$ cat src/rtl/craps_turn_sched.sv
// craps_turn_sched: round-robin craps table controller.
// Shares one 8-bit LFSR dice roller among NPLAYERS players. It sequences
// the come-out roll and the point rolls, emits one-cycle win/lose pulses
// and keeps a saturating win score for each player.
// Optional feature: define CRAPS_TURN_TIMEOUT_EN to forfeit a turn after
// TIMEOUT idle cycles in IDLE or POINT.
module craps_turn_sched #(
  parameter int          NPLAYERS = 4,
  parameter int          SCORE_W  = 8,
  parameter logic [7:0]  SEED     = 8'hA1,
  parameter int          TIMEOUT  = 1000,
  localparam int         PW       = $clog2(NPLAYERS)
) (
  input  logic                         clk,
  input  logic                         rst,
  input  logic [NPLAYERS-1:0]          rb,
  input  logic                         seed_ld,
  input  logic [7:0]                   seed,
  output logic [PW-1:0]                turn,
  output logic [2:0]                   die_a,
  output logic [2:0]                   die_b,
  output logic [3:0]                   sum,
  output logic [3:0]                   point,
  output logic                         point_valid,
  output logic                         win_pulse,
  output logic                         lose_pulse,
  output logic                         busy,
  output logic [NPLAYERS*SCORE_W-1:0]  scores
);

  typedef enum logic [2:0] {
    S_IDLE, S_ROLL, S_EVAL, S_POINT, S_PROLL, S_PEVAL, S_RESULT
  } state_t;

  localparam logic [PW-1:0] LAST_PLAYER = PW'(NPLAYERS - 1);

  state_t               state, next_state;
  logic [7:0]           lfsr;
  logic [NPLAYERS-1:0]  rb_q;
  logic                 press, rel;
  logic                 capture;
  logic                 res_win;
  logic                 timeout_hit;
  logic [2:0]           roll_a, roll_b;
  logic                 come_win, come_lose;
  logic [SCORE_W-1:0]   score_q [NPLAYERS];

  // Map a raw 3-bit LFSR field onto a die face: (v % 6) + 1.
  function automatic logic [2:0] roll_die(input logic [2:0] v);
    case (v)
      3'd0:    return 3'd1;
      3'd1:    return 3'd2;
      3'd2:    return 3'd3;
      3'd3:    return 3'd4;
      3'd4:    return 3'd5;
      3'd5:    return 3'd6;
      3'd6:    return 3'd1;
      default: return 3'd2;
    endcase
  endfunction

  assign roll_a    = roll_die(lfsr[2:0]);
  assign roll_b    = roll_die(lfsr[5:3]);
  assign press     = rb[turn] & ~rb_q[turn];
  assign rel       = ~rb[turn] & rb_q[turn];
  assign come_win  = (sum == 4'd7) || (sum == 4'd11);
  assign come_lose = (sum == 4'd2) || (sum == 4'd3) || (sum == 4'd12);
  assign busy      = (state != S_IDLE);

  // Free-running dice source; a seed load overrides the shift, and an
  // all-zero seed (the LFSR lock-up value) is replaced by SEED.
  // NOTE: reset is synchronous and active-high, so rst is tested inside the
  // clocked block rather than in the sensitivity list.
  always_ff @(posedge clk) begin
    if (rst)
      lfsr <= SEED;
    else if (seed_ld)
      lfsr <= (seed == 8'h00) ? SEED : seed;
    else
      // NOTE: all state updates use non-blocking assignments so every flop
      // samples the pre-edge values regardless of statement order.
      lfsr <= {lfsr[6:0], lfsr[7] ^ lfsr[5] ^ lfsr[4] ^ lfsr[3]};
  end

  // Previous button levels for press/release edge detection.
  always_ff @(posedge clk) begin
    if (rst) rb_q <= '0;
    else     rb_q <= rb;
  end

`ifdef CRAPS_TURN_TIMEOUT_EN
  localparam int TW = (TIMEOUT > 2) ? $clog2(TIMEOUT) : 1;
  logic [TW-1:0] idle_cnt;

  // Idle counter: runs only while waiting for a press, clears on any move.
  always_ff @(posedge clk) begin
    if (rst || (state != next_state) || !((state == S_IDLE) || (state == S_POINT)))
      idle_cnt <= '0;
    else
      idle_cnt <= idle_cnt + TW'(1);
  end

  assign timeout_hit = ((state == S_IDLE) || (state == S_POINT)) &&
                       (idle_cnt == TW'(TIMEOUT - 1));
`else
  assign timeout_hit = 1'b0;
`endif

  // FSM state register.
  always_ff @(posedge clk) begin
    if (rst) state <= S_IDLE;
    else     state <= next_state;
  end

  // Next-state logic and capture strobe.
  always_comb begin
    // NOTE: defaults first so every path assigns every output -> no latches.
    next_state = state;
    capture    = 1'b0;
    case (state)
      S_IDLE: begin
        if (press)            next_state = S_ROLL;
        else if (timeout_hit) next_state = S_RESULT;
      end
      S_ROLL: begin
        if (rel) begin
          capture    = 1'b1;
          next_state = S_EVAL;
        end
      end
      S_EVAL: begin
        if (come_win || come_lose) next_state = S_RESULT;
        else                       next_state = S_POINT;
      end
      S_POINT: begin
        if (press)            next_state = S_PROLL;
        else if (timeout_hit) next_state = S_RESULT;
      end
      S_PROLL: begin
        if (rel) begin
          capture    = 1'b1;
          next_state = S_PEVAL;
        end
      end
      S_PEVAL: begin
        if ((sum == point) || (sum == 4'd7)) next_state = S_RESULT;
        else                                 next_state = S_POINT;
      end
      S_RESULT: next_state = S_IDLE;
      default:  next_state = S_IDLE;
    endcase
  end

  // Dice capture, point bookkeeping, result pulses, scores and turn.
  always_ff @(posedge clk) begin
    if (rst) begin
      die_a       <= '0;
      die_b       <= '0;
      sum         <= '0;
      point       <= '0;
      point_valid <= 1'b0;
      win_pulse   <= 1'b0;
      lose_pulse  <= 1'b0;
      res_win     <= 1'b0;
      turn        <= '0;
      // NOTE: the score array is a handful of flops that must read zero
      // after reset, so it is cleared here rather than left as a RAM.
      for (int i = 0; i < NPLAYERS; i++) score_q[i] <= '0;
    end else begin
      win_pulse  <= 1'b0;
      lose_pulse <= 1'b0;
      if (capture) begin
        die_a <= roll_a;
        die_b <= roll_b;
        sum   <= {1'b0, roll_a} + {1'b0, roll_b};
      end
      case (state)
        S_EVAL: begin
          if (come_win)       res_win <= 1'b1;
          else if (come_lose) res_win <= 1'b0;
          else begin
            point       <= sum;
            point_valid <= 1'b1;
          end
        end
        S_PEVAL: res_win <= (sum == point);
        S_IDLE, S_POINT: begin
          if (next_state == S_RESULT) res_win <= 1'b0;
        end
        S_RESULT: begin
          win_pulse   <= res_win;
          lose_pulse  <= ~res_win;
          point_valid <= 1'b0;
          if (res_win && (score_q[turn] != {SCORE_W{1'b1}}))
            score_q[turn] <= score_q[turn] + SCORE_W'(1);
          turn <= (turn == LAST_PLAYER) ? '0 : turn + PW'(1);
        end
        default: ;
      endcase
    end
  end

  for (genvar i = 0; i < NPLAYERS; i++) begin : g_scores
    assign scores[i*SCORE_W +: SCORE_W] = score_q[i];
  end

endmodule
$ cat config.mk
export PLATFORM = sky130hd
export DESIGN_NAME = craps_turn_sched
export DESIGN_NICKNAME = d
export VERILOG_FILES = /design/src/rtl/craps_turn_sched.sv
export SDC_FILE = /design/constraint.sdc
export NUM_CORES = 1
export LEC_CHECK = 0
export CAP_MARGIN = 20
export CORE_MARGIN = 2
export CORE_UTILIZATION = 46
export CTS_CLUSTER_DIAMETER = 30
export DETAILED_ROUTE_END_ITERATION = 12
export PLACE_DENSITY = 0.75
export REMOVE_ABC_BUFFERS = 1
export SKIP_LAST_GASP = 1
export SYNTH_ARGS = -nofsm -noshare
export SYNTH_HDL_FRONTEND = slang
export SYNTH_SLANG_ARGS = --single-unit
$ cat constraint.sdc
create_clock -name clk -period 2.4 [get_ports clk]
set_clock_uncertainty 0.05 [all_clocks]
set_input_delay 0.48 -clock clk [delete_from_list [all_inputs] [get_ports clk]]
set_output_delay 0.48 -clock clk [all_outputs]
set_load 0.1 [all_outputs]
==> results_dict.tcl, run 1 <==
set metrics [dict create \
    status "finished clean" \
    seq_power_share 0.470 \
    ys_seq_area_frac 0.509 \
    cts_buffer_depth 2 \
    diodes 0 \
    required_ns 2.41 \
    drtIter0Drc 111 \
    fmax_ghz 0.431 \
    crit_slowest_cell "mux4_2" \
    arrival_ns 2.33 \
    grt_use_total 0.192 \
    min_from "lfsr[6]$_SDFF_PP0_" \
    min_path_cells 2 \
    synthToLayoutAreaGrowth_pct 31.3 \
    power_leakage_uw 0.00177 \
    cts_made_buffers 9 \
    post-route-min-period_ns 2.32 \
    slew_viol_final 0 \
    grt_pass1_wl_um 11400 \
    reg2regPathDepth 7 \
    synth.cell_area_um2 3340 \
    hp-class "flip-flop to flip-flop" \
    dp_hpwl_um 5340 \
    die_area_um2 7970 \
    fin_hold_ws_ns 0.424 \
    post_drt_wl_per_cell_um 14.7 \
    clkLatencyLatePin_ns 0.34 \
    clk_pin_slew_ns 0.08 \
    final_core_util 0.615 \
    synth.ff_latch_count 69 \
    portBuffers 66 \
    worstPathCellList "mux4_2 -> ha_4 -> nand2_2 -> o31ai_4 -> or3b_1 -> nand2b_1 -> buf_6" \
    r2r_start "score_q[3][1]$_DFFE_PP_" \
    cp-end-kind "flip-flop" \
    vias 2518 \
    seq_area_um2 1700 \
    synthDistinctLibCells 49 \
    finalHoldViolations 0 \
    cp-start-kind "flip-flop" \
    critical_path_class "flip-flop to flip-flop" \
    reg2reg_slack_ns 0.08 \
    rsz0062_at_grt "no" \
    finalNetCount 406 \
    antenna_found_initial 0 \
    sw_frac_of_total 0.277 \
    die_x_um 89.3 \
    p_int_uw 1990 \
    cpPeakStageDelay_ns 0.53 \
    grt_max_degree 39 \
    period_share 0.966 \
    clockPowerShare 0.364 \
    cts_root_buf "clkbuf_8" \
    cts.sinks 69 \
    multi_input_area_um2 1510 \
    ant_nets 0 \
    vias_per_cell 5.15 \
    grt_pass1_vias 2441 \
    fillers 614 \
    initial_core_util 0.468 \
    total_power_uw 2750 \
    timing.rr.end "score_q[1][7]$_SDFFCE_PN0P_" \
    synth_area_per_cell_um2 11.3 \
    netSwitchingPower_uw 762 \
    setup_viol 0 \
    power_per_cell_area_nw_per_um2 627 \
    tightest_slew_ns 0.459 \
    setup-tns-final_ns 0 \
    drt-total-wl_um 7170 \
    drc_errors 0 \
    num_rows 31 \
    die-height_um 89.3 \
    core_um2 7140 \
    drive_above_1_share 0.338 \
    cap_violations 0 \
    synthCells 295 \
    pin_count 67 \
    drt_pass1_iterations 4 \
    htreeDepth 3 \
    min_to "lfsr[7]$_SDFF_PP1_" \
    worstPathMaxFanout 6 \
    vdd_drop_max_mv 0.391 \
    relSlewSlack 0.692 \
    cts_tree "built" \
    ys_warn_count 0 \
    gp_congestion 0.828 \
    combPwrFrac 0.166 \
    overflow 0 \
]
==> cell usage in the layout (no fill, tap or decap), drive strengths merged, types with 4 or more instances in the layout <==
| master | instances |
|---|---|
| ha | 5 |
| xnor2 | 14 |
| nand3b | 5 |
| buf | 86 |
| o21ai | 7 |
| inv | 9 |
| clkbuf | 10 |
| nand2 | 7 |
| clkdlybuf4s50 | 14 |
| edfxtp | 32 |
| mux2i | 15 |
| nand2b | 10 |
| dfxtp | 37 |
| nand3 | 6 |
| nor2 | 58 |
| clkinv | 4 |
| a21oi | 7 |
| xor2 | 4 |
| nor3 | 6 |
| a211oi | 7 |
| mux4 | 10 |
| nor2b | 11 |
==> kinds of logic after synthesis <==
family                     synth area share
DFF                                   0.509
buffers and inverters                0.0442
adders and majority gates            0.0277
muxes                                 0.113
and+or+nand+nor                       0.185
xor gates and xnor gates             0.0472
AOI/OAI and AO/OA                    0.0734
==> critical path, delay by kind of cell (launching register included) <==
kind / cells / cell delay [ns]
and+or+nand+nor: 3 / 0.60
muxes: 1 / 0.53
DFF: 1 / 0.41
adders and majority gates: 1 / 0.20
buffers and inverters: 1 / 0.14
AOI/OAI and AO/OA: 1 / 0.09
==> power groups by stage <==
stage,clock (µW),sequential [µW],combinational [µW]
5_1_grt,1080,1300,487
6_report,1000,1300,457
2_1_floorplan,0,1490,145
3_5_place_dp,0,1320,453
3_3_place_gp,0,1320,449
4_1_cts,1020,1300,456
==> synthesized netlist by cell type (all sizes together) <==
library cell / n / area [µm²]
nor2: 58 / 243
dfxtp: 37 / 741
edfxtp: 32 / 961
mux2i: 15 / 150
xnor2: 14 / 123
clkbuf: 12 / 46.3
nor2b: 11 / 68.8
mux4: 10 / 229
nand2b: 10 / 70.1
buf: 9 / 67.6
inv: 9 / 33.8
a211oi: 7 / 72.6
a21oi: 7 / 35.0
nand2: 7 / 28.8
o21ai: 7 / 35.0
nand3: 6 / 35.0
nor3: 6 / 41.3
ha: 5 / 62.6
nand3b: 5 / 37.5
xor2: 4 / 35.0
o22ai: 3 / 18.8
a311oi: 2 / 17.5
or3: 2 / 12.5
or3b: 2 / 17.5
or4: 2 / 15.0
a21o: 1 / 7.51
a221oi: 1 / 8.76
a311o: 1 / 10.0
fa: 1 / 20.0
maj3: 1 / 10.0
nand4: 1 / 6.26
nand4b: 1 / 8.76
nor3b: 1 / 18.8
nor4bb: 1 / 10.0
o2111ai: 1 / 8.76
o211a: 1 / 10.0
o31ai: 1 / 21.3
or2: 1 / 6.26
==> worst max-delay path by stage <==
stage                                  from                          end  slack [ns]  cells after the start
global placement                        rst  score_q[1][7]$_SDFFCE_PN0P_       -0.04                      6
CTS                 score_q[3][1]$_DFFE_PP_  score_q[1][2]$_SDFFCE_PN0P_        0.02                      7
finish              score_q[3][1]$_DFFE_PP_  score_q[1][7]$_SDFFCE_PN0P_        0.08                      7
global route        score_q[3][1]$_DFFE_PP_  score_q[1][0]$_SDFFCE_PN0P_       0.002                      7
detailed placement                flip-flop  score_q[1][6]$_SDFFCE_PN0P_       -0.09                      7
floorplan           score_q[3][0]$_DFFE_PP_  score_q[1][0]$_SDFFCE_PN0P_       -0.78                      6
==> flip-flops by register name (all words and copies together) (netlist names), named ones only <==
name	count
die_a	3
die_b	3
lfsr	8
lose_pulse	1
point	4
point_valid	1
rb_q	4
res_win	1
score_q	32
state	3
sum	4
turn	2
win_pulse	1
==> layer usage <==
layer / vias to the layer above / global-route usage / share of wire
li1: 1217 / - / -
met1: 1220 / 0.241 / 0.44
met2: 72 / 0.319 / 0.50
met3: 9 / 0.0480 / 0.046
met4: 0 / 0.0773 / 0.014
met5: - / 0 / 0
==> layout make-up <==
cell class                 count  share of cell area
multi-input combinational    196               0.343
tap                           99              0.0282
clock inverter                 6              0.0180
clock buffer                  10              0.0291
inverter                       9             0.00769
sequential                    69               0.388
timing repair buffer         100               0.186
==> what timing repair did <==
action                                 4_1_cts  5_1_grt
setup buffers                                1        1
hold buffers                                 0        0
pin swaps                                    0        2
resized for setup                            3        4
setup endpoints to repair                   24       16
endpoints found under the hold margin        0        0
==> per-stage QoR <==
stage / setup slack (ns) / instance area [µm²] / std cells
floorplan: -0.776 / 3230 / 274
global placement: -0.0439 / 4150 / 471
detailed placement: -0.0922 / 4150 / 471
CTS: 0.0176 / 4370 / 488
global route: 0.00242 / 4390 / 489
finish: 0.0806 / 4390 / 489
(Power assumes the default switching activity.)
==> inputs of run 2 (changes only) <==
--- a/config.mk
+++ b/config.mk
@@ -10,6 +10,7 @@
 export CORE_UTILIZATION = 46
 export CTS_CLUSTER_DIAMETER = 30
 export DETAILED_ROUTE_END_ITERATION = 12
+export GPL_ROUTABILITY_DRIVEN = 0
 export PLACE_DENSITY = 0.75
 export REMOVE_ABC_BUFFERS = 1
 export SKIP_LAST_GASP = 1
==> results of run 2 <==
Final layout, timing and power as in run 1 (identical DEF).
==> inputs of run 3 (changes only) <==
--- a/config.mk
+++ b/config.mk
@@ -13,7 +13,6 @@
 export GPL_ROUTABILITY_DRIVEN = 0
 export PLACE_DENSITY = 0.75
 export REMOVE_ABC_BUFFERS = 1
-export SKIP_LAST_GASP = 1
 export SYNTH_ARGS = -nofsm -noshare
 export SYNTH_HDL_FRONTEND = slang
 export SYNTH_SLANG_ARGS = --single-unit
==> constraint.sdc (replaced) <==
create_clock -name clk -period 2.4 [get_ports clk]
set_clock_uncertainty 0.05 [all_clocks]
set_input_delay 0.24 -clock clk [delete_from_list [all_inputs] [get_ports clk]]
set_output_delay 0.24 -clock clk [all_outputs]
set_load 0.1 [all_outputs]
==> results_dict.tcl, run 3 (same netlist as run 1, synthesis figures left out) <==
set metrics [dict create \
    status "finished clean" \
    required_ns 2.41 \
    period_share 0.970 \
    total_power_uw 2680 \
    htreeDepth 3 \
    largest_reg_flops 32 \
    pre_cts_ws_ns -0.115 \
    instances_no_fill 487 \
    overflow 0 \
    hold_buffers 0 \
    top_register "score_q" \
    cts.sinks 69 \
    cp-end-kind "flip-flop" \
    finalHoldViolations 0 \
    grt_pass1_vias 2345 \
    clkLatencyLatePin_ns 0.34 \
    cp-start-kind "flip-flop" \
    place_inst 468 \
    vias_per_cell 5.20 \
    largestRegisters "score_q x32, lfsr x8" \
    finalWorstSetupSlack_ns 0.0710 \
    die-height_um 89.3 \
    drive_above_1_share 0.343 \
    arrival_ns 2.34 \
    drt-total-wl_um 7450 \
    post-route-min-period_ns 2.33 \
    dp_hpwl_um 5520 \
    slew_viol_final 0 \
    drtIter0Drc 149 \
    cts_tree "built" \
    finalNetCount 404 \
    cts_made_buffers 9 \
    tightest_slew_ns 0.516 \
    setup_viol 0 \
    clk_pin_slew_ns 0.07 \
    antenna_found_initial 0 \
    initial_core_util 0.468 \
    power_leakage_uw 0.00176 \
    pin_count 67 \
    grt_pass1_wl_um 11700 \
    cap_violations 0 \
    layout.cells.most_common "buf_4" \
    final_cell_mix "80 x buf_4, 50 x nor2_1, 36 x dfxtp_1, 32 x edfxtp_1, 15 x mux2i_1" \
    critical_path_class "flip-flop to flip-flop" \
    cts_buffer_depth 2 \
    die_area_um2 7970 \
    die_x_um 89.3 \
    worstPathCellList "mux4_2 -> ha_2 -> nand2_2 -> o31ai_4 -> or3b_4 -> nand2b_1 -> buf_12" \
    grt_max_degree 39 \
    portBuffers 66 \
    grt_use_total 0.198 \
    fmax_ghz 0.429 \
    diodes 0 \
    drt_pass1_iterations 4 \
    final_core_util 0.613 \
    core_um2 7140 \
    power_per_cell_area_nw_per_um2 612 \
    synthToLayoutAreaGrowth_pct 31.0 \
    hp-class "flip-flop to flip-flop" \
    cts_root_buf "clkbuf_8" \
    vdd_drop_max_mv 0.363 \
    num_rows 31 \
    worstPathMaxFanout 8 \
    fillers 622 \
    vias 2531 \
    relSlewSlack 0.656 \
    drc_errors 0 \
    crit_slowest_cell "mux4_2" \
    cpPeakStageDelay_ns 0.50 \
    ant_nets 0 \
    rsz0062_at_grt "no" \
    post_drt_wl_per_cell_um 15.3 \
]
-- run 3: what timing repair did --
item | 4_1_cts | 5_1_grt
resized for setup | 5 | 3
setup endpoints to repair | 21 | 21
buffers inserted | 2 | 1
-- run 3: cell type report --
cell class | instances | area (µm²) | area share
clock buffer | 10 | 128 | 0.0292
tap | 99 | 124 | 0.0283
sequential | 69 | 1710 | 0.390
timing repair buffer | 98 | 812 | 0.185
multi-input combinational | 196 | 1510 | 0.345
clock inverter | 6 | 63.8 | 0.0146
inverter | 9 | 33.8 | 0.00772
-- run 3: worst paths after layout --
kind	cells past startpoint	from	slack [ns]	endpoint
setup / recovery	7	score_q[0][1]$_SDFFCE_PN0P_	0.07	score_q[2][2]$_SDFFCE_PN0P_
hold / removal	2	lfsr[6]$_SDFF_PP0_	0.42	lfsr[7]$_SDFF_PP1_
setup reg to reg	7	score_q[0][1]$_SDFFCE_PN0P_	0.07	score_q[2][2]$_SDFFCE_PN0P_
hold reg to reg	2	lfsr[6]$_SDFF_PP0_	0.42	lfsr[7]$_SDFF_PP1_
-- run 3: critical path, delay by kind of cell, from the launching register on --
family          cells  cell delay (ns)
simple gates        3             0.62
compound gates      1             0.10
flops               1             0.42
mux                 1             0.50
fa+ha+maj           1             0.22
buf+inv             1             0.14
-- run 3: stage by stage --
step	hold WS, ns	TNS (ns)	instance area, µm²
final	0.420	0	4380
after global routing	0.413	0	4380
after CTS	0.413	0	4360
after detailed placement	0.407	-1.14	4140
after global placement	0.402	0	4140
after floorplan	0.255	-31.76	3230
-- run 3: routing by layer --
metal  up-vias  GRT usage  routed length, µm  part of all wire
met5         -          0                  0                 0
met4         0     0.0801                123             0.017
met3        13     0.0683                571             0.077
met2        94      0.298               3510              0.47
met1      1207      0.264               3250              0.44
li1       1217          -                  -                 -
-- run 3: power breakdown --
part	leakage, µW	internal [µW]	switching [µW]
clock network	0.0000923	478	453
logic	0.00104	146	307
registers	0.000633	1260	31.3
==> patch 1: new RTL, flow settings as in run 1 <==
The 7 states of `state_t` get a one-hot encoding in 7 bits.
--- a/src/rtl/craps_turn_sched.sv
+++ b/src/rtl/craps_turn_sched.sv
@@ -30,4 +30,4 @@
 
-  typedef enum logic [2:0] {
-    S_IDLE, S_ROLL, S_EVAL, S_POINT, S_PROLL, S_PEVAL, S_RESULT
+  typedef enum logic [6:0] {
+    S_IDLE = 7'b0000001, S_ROLL = 7'b0000010, S_EVAL = 7'b0000100, S_POINT = 7'b0001000, S_PROLL = 7'b0010000, S_PEVAL = 7'b0100000, S_RESULT = 7'b1000000
   } state_t;
Behaviour: no difference found for any inputs over 4 cycles, from zero or initial values and one cycle with rst high; so few cycles prove little.
==> patch 1 against run 1 <==
  * The run now ends with setup timing left
  * Area after synthesis grew 4.3%
  * Worst setup slack lost 0.10 ns
  * Design area increased by 8.1%
  * Non-clock buffer count increased by 21
  * Utilization grew 3.6 points
  * Sequential cell count is 4 higher
  * Routed wire length is 17% higher
  * Power up 5.3%
  * Combinational power rose by 6.8%
==> patch 1: results (changes against run 1) <==
wl on met1 = 3.731 mm (+17%)
DRT Pass-1 Iters = 4 (unchanged)
Post-synth top cells = 49 x nor2_1, 41 x dfxtp_1, 32 x edfxtp_1
CP Capture Point = score_q[1][2]$_SDFFCE_PN0P_
DR vias/cell = 5.336 (+3.6%)
WL met3 = 420 um (+28%)
GRT Total Usage = 20.42% (+1.2 points)
Pleak = 2.002 nW (+13%)
setup TNS = -0.1406 ns (-0.1406 ns)
Max VDD drop = 366.9 uV (-6.1%)
slowest CP cell = or4b_4
Top Registers = score_q (32), lfsr (8), state (7)
dpl ws = -0.07998 ns (+0.01225 ns)
fin worst setup slack = -0.02003 ns (-0.1007 ns)
Met2 Routed Length = 4.013 mm (+13%)
EDFF count, synth = 32 (unchanged)
met1 Use GR = 26.54% (+2.4 points)
CP Max Fanout = 8 (+2)
Yosys cell types = 55 (+12%)
Seq/Total Area, Yosys = 51.09% (+0.20 points)
M3 GR Usage = 3.651% (-1.2 points)
Placed Cells = 503 (+6.8%)
Placed Area = 4384 um^2 (+5.7%)
status = complete, but fails checks
wire length per cell = 15.73 um (+7.3%)
initial DRC count = 119 (+7.2%)
GR Util met2 = 33.21% (+1.3 points)
final setup fails = 8 (+8)
DR vias = 2839 (+13%)
violations in the final reports = setup timing
HPWL after detailed placement = 5.990 mm (+12%)
Multi-input gate area = 1598 um^2 (+6.2%)
global-route wire length before repair = 13.57 mm (+19%)
Avg Inst Size Synth = 11.07 um^2 (-2.3%)
gpl congestion = 0.8765 (+5.9%)
-- patch 1: cell count changes in the layout (fill, tap and decap cells not counted), moves of 4 or more --
cell	delta
buf_4	+21
dfxtp_1	+4
mux2i_1	-4
nand2_1	+4
nand3b_1	-4
nor2_2	+4
nor4_1	+4
xnor2_1	-4
xor2_1	+6
-- patch 1: repair_timing --
item                       4_1_cts  5_1_grt
setup endpoints to repair       26       31
gates resized for setup          5        6
buffers inserted                10        3
pin swaps                        1        1
-- patch 1: layout make-up --
class	count	share of cell area [%]
inverter	9	0.7118
multi-input combinational	214	33.67
clock buffer	10	2.689
tap	99	2.610
timing repair buffer	121	20.75
sequential	73	37.62
clock inverter	6	1.951
-- patch 1: how the worst min path moves through the flow --
stage / slack [ns] / endpoint / from / cells after the start
detailed placement: 0.41 / lfsr[7]$_SDFF_PP1_ / lfsr[6]$_SDFF_PP0_ / 2
global route: 0.45 / lfsr[7]$_SDFF_PP1_ / lfsr[6]$_SDFF_PP0_ / 2
global placement: 0.39 / point_valid$_SDFFE_PP0P_ / point_valid$_SDFFE_PP0P_ / 2
CTS: 0.42 / lfsr[7]$_SDFF_PP1_ / lfsr[6]$_SDFF_PP0_ / 2
floorplan: 0.38 / lfsr[7]$_SDFF_PP1_ / lfsr[6]$_SDFF_PP0_ / 2
finish: 0.42 / lfsr[7]$_SDFF_PP1_ / lfsr[6]$_SDFF_PP0_ / 2
-- patch 1: where the power goes --
| group | switching (mW) | internal, mW |
|---|---|---|
| Sequential | 0.0302 | 1.33 |
| Combinational | 0.307 | 0.181 |
| Clock | 0.463 | 0.589 |
-- patch 1: cells by family after synthesis --
logic type	share of synthesized area, %
and+or+nand+nor	19.66
AOI/OAI and AO/OA	8.109
adders and majority gates	2.368
buffers and inverters	4.126
xor gates and xnor gates	5.023
DFF	51.09
muxes	9.616
==> patch 2: new RTL, settings of run 1 <==
Made on the original files. `SCORE_W`: 8 -> 10.
--- a/src/rtl/craps_turn_sched.sv
+++ b/src/rtl/craps_turn_sched.sv
@@ -8,3 +8,3 @@
   parameter int          NPLAYERS = 4,
-  parameter int          SCORE_W  = 8,
+  parameter int          SCORE_W  = 10,
   parameter logic [7:0]  SEED     = 8'hA1,
Interface: changed (resized scores); port bits go from 67 to 75. No check against the original RTL was run, so the function may have changed too.
==> patch 2 against run 1 <==
  * Worst setup slack worse by 0.00060 ns
  * Area after synthesis is 8.9% higher
  * Routed wire length is 21% higher
  * First-iteration DRC count is 5.4% higher
  * Sequential cell count is 8 higher
  * Power is 8.4% higher
  * Design area is 11% higher
  * Count of clock-buffer cells in the layout stayed put
  * Highest routed layer unchanged
==> patch 2: results (changes against run 1) <==
global-route wire length before repair = 14.08 mm (+24%)
DRT Pass-1 Iters = 4 (unchanged)
xor/xnor cell area share of the yosys netlist = 4.089% (-0.63 points)
CTS buffer count = 9 (unchanged)
Clk pin slew, worst setup/hold paths = 0.09 ns
crit-path max cell delay = 0.50 ns (-0.03 ns)
synthesized instance count = 318 (+7.8%)
M3 GR Usage = 4.638% (-0.16 points)
Yosys cell types = 51 (+4.1%)
Top Registers = score_q (40), lfsr (8)
Placed Cells = 521 (+11%)
largest net degree at the start of global routing = 31 (-21%)
CTS H-tree lvls = 3 (unchanged)
slowest CP cell = mux4_2
setup TNS = 0 ns (unchanged)
largest cells by area after synthesis = edfxtp_1 33%, dfxtp_1 20%, mux4_1 5.8%, nor2_1 5.7%, mux2i_1 4.1%
Nets = 453 (+12%)
Setup Fix Bufs, Post-CTS = 2 (+1)
GRT Total Usage = 21.12% (+1.9 points)
status = completed
Crit path max-delay family = simple AND/OR/NAND/NOR gates
Antenna Cells = 0 (unchanged)
EDFF count, synth = 40 (+25%)
Non-Filler Instances = 539 (+10%)
Synth Area in Adders = 2.268% (-0.50 points)
post-route ant nets = 0 (unchanged)
GR Util met2 = 33.09% (+1.2 points)
Worst Path Arrival = 2.34 ns
post-synthesis mux area share = 12.37% (+1.0 points)
initial DRC count = 117 (+5.4%)
I/O Buffers = 74 (+12%)
DR vias = 2915 (+16%)
dpl ws = -0.04244 ns (+0.04980 ns)
vias in the first global route = 2825 (+16%)
met1 Use GR = 28.43% (+4.3 points)
Seq/Total Area, Yosys = 53.33% (+2.4 points)
Yosys Warn Count = 0 (unchanged)
Post-synth top cells = 55 x nor2_1, 40 x edfxtp_1, 37 x dfxtp_1
post_cts resized = 2 (-1)
post-synthesis compound-gate area fraction = 6.564% (-0.77 points)
share of flip-flops with an asynchronous set or reset = 0% (unchanged)
final wirelength = 8.708 mm (+21%)
Max VDD drop = 360.4 uV (-7.7%)
CP Max Fanout = 10 (+4)
clock root buffer master = clkbuf_8
Hold Crit Class = reg2reg
Fillers = 608 (-0.98%)
dominant synthesized flop cell = edfxtp_1
clock buffer depth = 2 (unchanged)
Pleak = 1.968 nW (+11%)
clock latency on the worst-skew pair = 0.35 ns
layout cell share with drive strength beyond 1 = 35.47% (+1.6 points)
HPWL after detailed placement = 6.590 mm (+23%)
gpl congestion = 0.9444 (+14%)
Worst Tran Pin Value = 0.4050 ns (-0.05361 ns)
-- patch 2: cell count changes after synthesis, moves of 3 or more --
cell,change
a211oi_1,+4
a211oi_2,-4
clkbuf_1,-3
edfxtp_1,+8
mux4_1,+7
mux4_2,-5
nand2_1,+15
nand2b_1,-7
nand3b_1,-3
nor2_1,+5
nor4_1,+3
-- patch 2: metrics by stage --
step | power [mW] | instance area (um^2)
final | 2.984 | 4868
after global routing | 3.085 | 4868
after CTS | 2.996 | 4877
after detailed placement | 1.999 | 4657
after global placement | 1.994 | 4657
after floorplan | 1.830 | 3546
-- patch 2: final cells by class --
type | count | area [um^2] | share of cell area (%)
timing repair buffer | 120 | 998.5 | 20.51
sequential | 77 | 1944 | 39.94
inverter | 12 | 45.04 | 0.9252
clock buffer | 10 | 137.6 | 2.827
tap | 102 | 127.6 | 2.621
clock inverter | 6 | 70.07 | 1.439
multi-input combinational | 212 | 1545 | 31.74
-- patch 2: worst paths after layout --
check | start | end | slack [ns] | cells past startpoint
min | lfsr[6]$_SDFF_PP0_ | lfsr[7]$_SDFF_PP1_ | 0.41 | 2
max | flip-flop | score_q[2][6]$_SDFFCE_PN0P_ | 0.08 | 8
min reg2reg | lfsr[6]$_SDFF_PP0_ | lfsr[7]$_SDFF_PP1_ | 0.41 | 2
max reg2reg | flip-flop | score_q[2][6]$_SDFFCE_PN0P_ | 0.08 | 8
-- patch 2: per-layer routing --
layer  share of wire, %  vias up
met5                  0        -
met4                2.0        0
met3                7.7       15
met2                 46      135
met1                 45     1406
li1                   -     1359
-- patch 2: where the power goes --
group	switching (mW)	total (mW)	internal, mW
clock network	0.496	1.01	0.515
registers	0.0357	1.46	1.42
logic	0.350	0.514	0.164
